[src/rtl/fetch_unit.sv]
// Instruction fetch front end: issues sequential reads, buffers returned
// instructions in a small queue for decode, and handles branch redirects.
module fetch_unit #(
    parameter int DEPTH = 4,
    parameter int AW    = 32
) (
    input  logic          clk,
    input  logic          rst,
    input  logic [AW-1:0] pc_out,
    output logic          PC_write,
    output logic [AW-1:0] pc_in,
    output logic          imem_req,
    output logic [AW-1:0] imem_addr,
    input  logic [31:0]   imem_rdata,
    input  logic          redirect_valid,
    input  logic [AW-1:0] redirect_pc,
    output logic          if_valid,
    output logic [31:0]   if_instr,
    output logic [AW-1:0] if_pc,
    input  logic          if_ready,
    output logic          redirect_err,
    output logic [1:0]    dbg_state_o
);

    localparam int PW = $clog2(DEPTH);
    localparam int CW = PW + 1;

    localparam logic [1:0] S_RUN   = 2'd0;
    localparam logic [1:0] S_FULL  = 2'd1;
    localparam logic [1:0] S_REDIR = 2'd2;

    logic [1:0]    state_q, state_d;
    logic [CW-1:0] count_q, count_d;
    logic [PW-1:0] rd_ptr_q, rd_ptr_d;
    logic [PW-1:0] wr_ptr_q, wr_ptr_d;
    logic          inf_vld_q;
    logic [AW-1:0] inf_addr_q;
    logic          err_q;
    logic [31:0]   mem_instr_q [DEPTH];
    logic [AW-1:0] mem_pc_q    [DEPTH];

    logic          redir_take;
    logic [CW:0]   occ;
    logic          room;
    logic          fetch;
    logic          push;
    logic          pop;

    // A zero target is a malformed redirect: it only raises the sticky error.
    assign redir_take = redirect_valid && (redirect_pc != '0);
    assign occ        = {1'b0, count_q} + {{CW{1'b0}}, inf_vld_q};
    assign room       = occ < (CW+1)'(DEPTH);
    assign fetch      = !rst && !redir_take && (state_q == S_RUN) && room;

    // Decode handshake: the head transfers on a cycle where if_valid && if_ready;
    // if_valid never depends on if_ready, and if_ready is don't-care while if_valid=0.
    assign if_valid = !rst && (count_q != '0);
    assign pop      = if_valid && if_ready && !redir_take;
    assign push     = !rst && inf_vld_q && !redir_take;

    assign imem_req     = fetch;
    assign imem_addr    = fetch ? pc_out : '0;
    assign PC_write     = !rst && (redir_take || fetch);
    assign pc_in        = (!rst && redir_take) ? redirect_pc : '0;
    assign if_instr     = mem_instr_q[rd_ptr_q];
    assign if_pc        = mem_pc_q[rd_ptr_q];
    assign redirect_err = err_q && !rst;
    assign dbg_state_o  = state_q;

    always_comb begin
        state_d  = state_q;
        count_d  = count_q;
        rd_ptr_d = rd_ptr_q;
        wr_ptr_d = wr_ptr_q;
        case (state_q)
            S_RUN:   if (!room) state_d = S_FULL;
            S_FULL:  if (room)  state_d = S_RUN;
            default: state_d = S_RUN;
        endcase
        if (redir_take) begin
            state_d  = S_REDIR;
            count_d  = '0;
            rd_ptr_d = '0;
            wr_ptr_d = '0;
        end else begin
            if (push) wr_ptr_d = wr_ptr_q + PW'(1);
            if (pop)  rd_ptr_d = rd_ptr_q + PW'(1);
            count_d = count_q + CW'(push) - CW'(pop);
        end
    end

    always_ff @(posedge clk) begin
        if (rst) begin
            state_q    <= S_RUN;
            count_q    <= '0;
            rd_ptr_q   <= '0;
            wr_ptr_q   <= '0;
            inf_vld_q  <= 1'b0;
            inf_addr_q <= '0;
            err_q      <= 1'b0;
        end else begin
            state_q    <= state_d;
            count_q    <= count_d;
            rd_ptr_q   <= rd_ptr_d;
            wr_ptr_q   <= wr_ptr_d;
            inf_vld_q  <= fetch;
            inf_addr_q <= pc_out;
            if (redirect_valid && (redirect_pc == '0)) err_q <= 1'b1;
        end
    end

    always_ff @(posedge clk) begin
        if (push) begin
            mem_instr_q[wr_ptr_q] <= imem_rdata;
            mem_pc_q[wr_ptr_q]    <= inf_addr_q;
        end
    end

endmodule

[config.mk]
export PLATFORM = sky130hd
export DESIGN_NAME = fetch_unit
export DESIGN_NICKNAME = d
export VERILOG_FILES = /design/src/rtl/fetch_unit.sv
export SDC_FILE = /design/constraint.sdc
export NUM_CORES = 1
export LEC_CHECK = 0
export CAP_MARGIN = 10
export CORE_ASPECT_RATIO = 0.5
export CORE_MARGIN = 1
export CORE_UTILIZATION = 48
export CTS_BUF_LIST = sky130_fd_sc_hd__clkbuf_2 sky130_fd_sc_hd__clkbuf_4 sky130_fd_sc_hd__clkbuf_8
export CTS_CLUSTER_SIZE = 20
export DETAILED_ROUTE_END_ITERATION = 16
export GPL_TIMING_DRIVEN = 0
export MAX_ROUTING_LAYER = met4
export PLACE_DENSITY = 0.9
export SLEW_MARGIN = 15
export SYNTH_ARGS = -nofsm -noshare
export SYNTH_HDL_FRONTEND = slang
export SYNTH_SLANG_ARGS = --single-unit
[constraint.sdc]
create_clock -name clk -period 3.2 [get_ports clk]
set_input_delay 0.64 -clock clk [delete_from_list [all_inputs] [get_ports clk]]
set_output_delay 0.64 -clock clk [all_outputs]
set_load 0.01 [all_outputs]
* Word-level counts from Yosys, hierarchy flattened
Memory sizes are Yosys's and may differ from the RTL's. A register that Yosys moved wholly into a read port is not among the register bits.
Cells that the tools add are included.
** Word-level totals
- Register bits after elaboration :: 43
- RAM bits :: 256
- Input port bits :: 100
- Output and inout port bits :: 134
- Word-level logic and storage cells :: 56
- Memories :: 2
** Memories
- mem_instr_q :: words 4, width 32, rd ports 1, clocked after memory_dff 1, write ports 1, RTL line 39 : logic [31:0] mem_instr_q [DEPTH];
- mem_pc_q :: words 4, width 32, rd ports 1, clocked after memory_dff 1, write ports 1, RTL line 40 : logic [AW-1:0] mem_pc_q [DEPTH];
** Cells by class
- $add $sub $neg :: 5
- Magnitude comparators :: 1
- Eq/ne operators :: 5
- Multiplexer cells :: 12
- Reduce and logical (&&, ||, !) cells :: 23
** Operators by type and width (number)
- 32-bit two-way mux :: 2
- 32-bit logical NOT :: 1
- 32-bit nonzero test :: 1
- 2-bit two-way mux :: 7
- 1-bit logical AND :: 13
- 3-bit inequality test (second input constant) :: 2
- 2-bit by 1-bit adder with 2-bit output (second input constant) :: 2
- 3-bit by 1-bit adder with 4-bit output :: 1
- 4-bit by 3-bit less-than comparator with 1-bit output (second input constant) :: 1
- 2-bit inequality test (second input constant) :: 2
- 2-bit case mux with 2 select lines :: 1
- 2-bit AND reduction :: 2
- 3-bit by 1-bit adder with 3-bit output :: 1
- 3-bit nonzero test :: 1
- 3-bit by 1-bit subtractor with 3-bit output :: 1
- 2-bit by 1-bit equality test with 1-bit output (second input constant) :: 1
- 1-bit logical NOT :: 2
- 2-bit logical NOT :: 1
- 1-bit two-way mux :: 2
- 2-bit OR reduction :: 1
- 1-bit logical OR :: 1

* Longest topological paths before layout
- Depth after elaboration :: 8
- Depth in mapped cells :: 11
- Mapped depth without buffers :: 11

* Least setup slack after synthesis
Ideal clock, no wire load.
- Path type :: input to register
- Start :: in redirect_pc[26]
- End :: mem mem_instr_q[0][0] (enable)
- Data arrival time :: 3.019 ns
- Required time :: 2.771 ns
- Setup slack :: -0.248 ns
- Cell stages on the path :: 4
- Cell sequence :: nor4_1 -> nand4_1 -> o21ai_1 -> and3_1
** On the way
- Word-level cells in the longest chain between the ends :: 6
** RTL lines
- start: declaration :: RTL line 16 : input logic [AW-1:0] redirect_pc,
- 32-bit nonzero test :: RTL line 50 : assign redir_take = redirect_valid && (redirect_pc != '0);
- 1-bit logical AND :: RTL line 50
- 1-bit logical NOT :: RTL line 59 : assign push = !rst && inf_vld_q && !redir_take;
- 1-bit logical AND :: RTL line 59
- 1-bit two-way mux :: RTL line 113 : if (push) begin
- 1-bit two-way mux (not written as such) :: RTL line 114 : mem_instr_q[wr_ptr_q] <= imem_rdata;
- end: declaration :: RTL line 39
No other way between the ends.

* Final worst setup path
- Start :: in redirect_pc[5]
- End :: out imem_addr[0]
** On the way
- Word-level cells in the longest chain between the ends :: 7
** RTL lines
- 32-bit nonzero test :: RTL line 50
- 1-bit logical AND :: RTL line 50
- 1-bit logical NOT :: RTL line 53 : assign fetch = !rst && !redir_take && (state_q == S_RUN) && room;
- 1-bit logical AND (3 in series) :: RTL line 53
- 32-bit two-way mux :: RTL line 62 : assign imem_addr = fetch ? pc_out : '0;
- end: declaration :: RTL line 13 : output logic [AW-1:0] imem_addr,
No other way between the ends.

==> impl_metrics.yaml <==
status:
  outcome: "finished, violations left"
  violations: "DRC"
cells_and_area:
  final_core_utilization_pct: 65.8
  finalNetCount: 950
  syn2layout_area_growth_pct: 32.7
  n_fill_cell: 1520
  layoutNonFillerInstCount: 1182
  antenna_cells: 0
  final_cell_area_sq_mm: 0.0152
  drive_above_1_share_pct: 29.1
synthesis:
  synth_top_family_by_area: "multiplexers"
  muxShareOfSynthArea_pct: 12.7
  ys_seq_elements: 301
  ys_top_cells_by_count: "256 x edfxtp_1, 64 x mux4_2, 45 x dfxtp_1"
  number_of_enable_flip_flop_cells_after_synthesis: 256
  synth-adder-area-share_pct: 0.940
  synthXorXnorAreaFrac_pct: 0.306
  share_of_async_settable_or_async_resettable_flops_after_synthesis_pct: 0
  yosysTopAreaCell: "edfxtp_1"
  synth-simple-area-share_pct: 8.83
  postSynthAreaPerCell_sq_um: 20.6
  post_synth_instance_area_sq_mm: 0.0114
  synth_compound_area_share_pct: 0.372
  synthMostInstantiatedCell: "edfxtp_1"
  yosysWarningCount: 0
  yosys-top-cells-area: "edfxtp_1 67%, mux4_2 13%, dfxtp_1 7.9%"
  synthesis.nets: 664
  synth.top_cell.area_share_pct: 67.2
  synth.distinct_cells: 29
  synth.yosys.seq_area_share_pct: 75.0
  synth_ff_type: "edfxtp_1"
  synth_cells: 556
sta:
  min_period_over_period_pct: 98.8
  setup-tns-final_ns: 0
  max_slew.worst_pin.slew_ns: 0.579
  slew-limit-headroom_pct: 61.4
  timing.final.hold_violations: 0
  finalWorstPathRequiredPeriod_ns: 3.16
  timing.final.setup_violations: 0
  final.setup.worst_slack_ns: 0.0369
  final.hold.worst_slack_ns: 0.468
  post_route_skew_ns: 0.0115
  finalMaxSlewViolations: 0
  achievable-frequency_mhz: 316
  rsz0062_at_grt: "true"
power:
  peakVddDrop_v: 0.000249
  static-leakage-power_nw: 5.43
  powerDensity_mw_per_mm2: 509
  fin_total_pwr_mw: 7.72
placement:
  place_congestion: 0.799
  placedInstanceArea_sq_mm: 0.0143
  detailedPlace.worstSlack_ns: -0.625
  io_buffer_count: 233
  dpl.cell_count: 1100
  place_hpwl_um: 16800
hold_path:
  hold_path_depth: 1
  hold-path-endpoint: "dbg_state_o[0]"
  worst_hold_path_startpoint: "dbg_state_o[1]"
  min_path_type: "flip-flop to flip-flop"
grt:
  grt_max_degree: 39
  gr-usage-all-layers_pct: 21.4
  grt_use_met2_pct: 36.8
  gr-max-usage-layer: "met2"
  grt_util_met3_pct: 4.47
  grt_first_pass_wirelength_um: 38000
  via_count_of_the_first_global_routing_pass: 6794
  global_route.usage.met1_pct: 25.8
  grt_antenna_before_repair: 0
  overflow: 0
route:
  wl_per_cell_um: 21.0
  routed_wl_um: 24800
  drt-vias-per-instance: 5.35
  routed-via-count: 6319
  drcViolationCount: 5
  antenna_left: 0
  drt_first_iter_violations: 374
  detailedRoute.firstPassIterationCount: 10
clock_tree:
  worst_setup_hold_path_clk_slew_ns: 0.06
  post_cts_hold_buffer_count: 0
  cts_tree: "done"
  cts_max_level: 2
  worst_skew_pair.late_latency_ns: 0.54
  num_clock_sinks: 301
  clockRootBuffer: "clkbuf_8"
  clock_path_buffers: 3
  cts_inserted_buffers: 41
setup_path:
  crit_family: "buffers and inverters"
  path_cells: "clkdlybuf4s50_1, nor4_2, nand4_1, o21a_1, buf_6, buf_12, buf_12, nor3b_4, buf_2"
  critPathCaptureType: "primary output"
  crit_path_top_delay_cell: "clkdlybuf4s50_1"
  cp.buffers_inverters: 5
  maximum_cell_stage_delay_along_the_critical_path_ns: 0.45
  setup.reg_to_reg.worst_slack_ns: 0.91
  worst-setup-path-type: "input port to primary output"
  critPathArrivalTime_ns: 2.52
  required_ns: 2.56
  worstRegToRegCells: 10
  critical_path.reg2reg.startpoint: "count_q[1]"
  timing.critical_path.fanout_max: 10
  path_common_cell: "buf_12"
  regToRegEndpoint: "count_q[2]"
  crit_cells: 9
  setup.worst_path.start_class: "input port"
run:
  cap_viol_max_count: 0
die:
  die_area_sq_mm: 0.0245
  std_cell_rows: 39
  floorplan.io_pins: 234
  die_y_um: 111
  core_area_sq_mm: 0.0231
  die_w_um: 220
  initial_core_util_pct: 49.6
==> kinds of logic after synthesis <==
family,Yosys count
buf+inv,38
flops,301
fa+ha+maj,8
xor+xnor,4
simple gates,134
mux,65
compound gates,6
==> where the power goes <==
part / leakage (nW) / total [mW] / internal, mW / switching [mW]
logic: 2.28 / 0.410 / 0.228 / 0.182
registers: 2.70 / 4.31 / 4.29 / 0.0266
clock network: 0.452 / 3.00 / 1.63 / 1.37
==> how the worst max path moves through the flow <==
stage / startpoint / end / slack, ns
2_1_floorplan: redirect_pc[26] / mem_instr_q[0][0] / 0.46
3_3_place_gp: redirect_pc[18] / mem_instr_q[2][18] / -0.94
3_5_place_dp: rst / pc_in[15] / -0.63
4_1_cts: redirect_pc[17] / imem_addr[23] / 0.0007
5_1_grt: redirect_pc[2] / imem_addr[0] / -0.02
6_report: redirect_pc[5] / imem_addr[0] / 0.04
==> worst reg2reg max path: stages (launching register included) <==
cell and delay [ns]:
dfxtp_1 0.36, nor3_1 0.37, nor3b_1 0.13, and2_1 0.18
ha_1 0.27, inv_1 0.07, ha_1 0.14, inv_1 0.05
fa_1 0.37, xnor2_1 0.16, nor3_1 0.06
==> repair_timing <==
action | CTS | global route
pin swaps | 19 | 13
cloned | 0 | 0
buffers inserted | 6 | 1
gates resized for setup | 208 | 25
endpoints found under the setup margin | 127 | 85
==> layout by cell type (no fill, tap or decap), types with 2 or more instances in the layout <==
cell and n:
and3_4 4, clkbuf_8 48, xnor2_1 4, clkbuf_4 18, clkbuf_1 2, inv_1 5, ha_1 7, nand4_1 3
dlygate4sd2_1 33, and3_1 33, buf_2 35, dlymetal6s2s_1 13, buf_6 4, buf_4 14, clkdlybuf4s50_1 150, nor2b_1 34
mux4_2 64, nor4_2 8, nor3b_2 30, clkinv_2 3, buf_12 8, edfxtp_1 256, nor3b_1 2, clkdlybuf4s15_1 4
clkinvlp_4 2, nor2_1 4, nor3_1 10, clkbuf_2 9, clkinv_1 6, dfxtp_1 44
==> state kept, by name (all words and copies together) (netlist names), named ones only <==
register     cells
mem_instr_q    128
mem_pc_q       128
inf_addr_q      32
count_q          3
dbg_state_o      2
rd_ptr_q         2
wr_ptr_q         2
err_q            1
inf_vld_q        1
==> area by class of cell <==
| cell class | instances | area (sq um) | area share [%] |
|---|---|---|---|
| multi-input combinational | 217 | 2750 | 18.1 |
| clock buffer | 64 | 774 | 5.10 |
| sequential | 301 | 8590 | 56.6 |
| buffer | 32 | 258 | 1.70 |
| clock inverter | 12 | 82.6 | 0.544 |
| inverter | 5 | 18.8 | 0.124 |
| tap | 307 | 384 | 2.53 |
| timing repair buffer | 244 | 2330 | 15.3 |
==> routing by layer <==
metal / vias up / share of wire, %
met5: - / 0
met4: 0 / 1.8
met3: 42 / 5.7
met2: 222 / 54
met1: 3226 / 39
li1: 2829 / -
No activity file was read; power rests on OpenSTA's default activity.
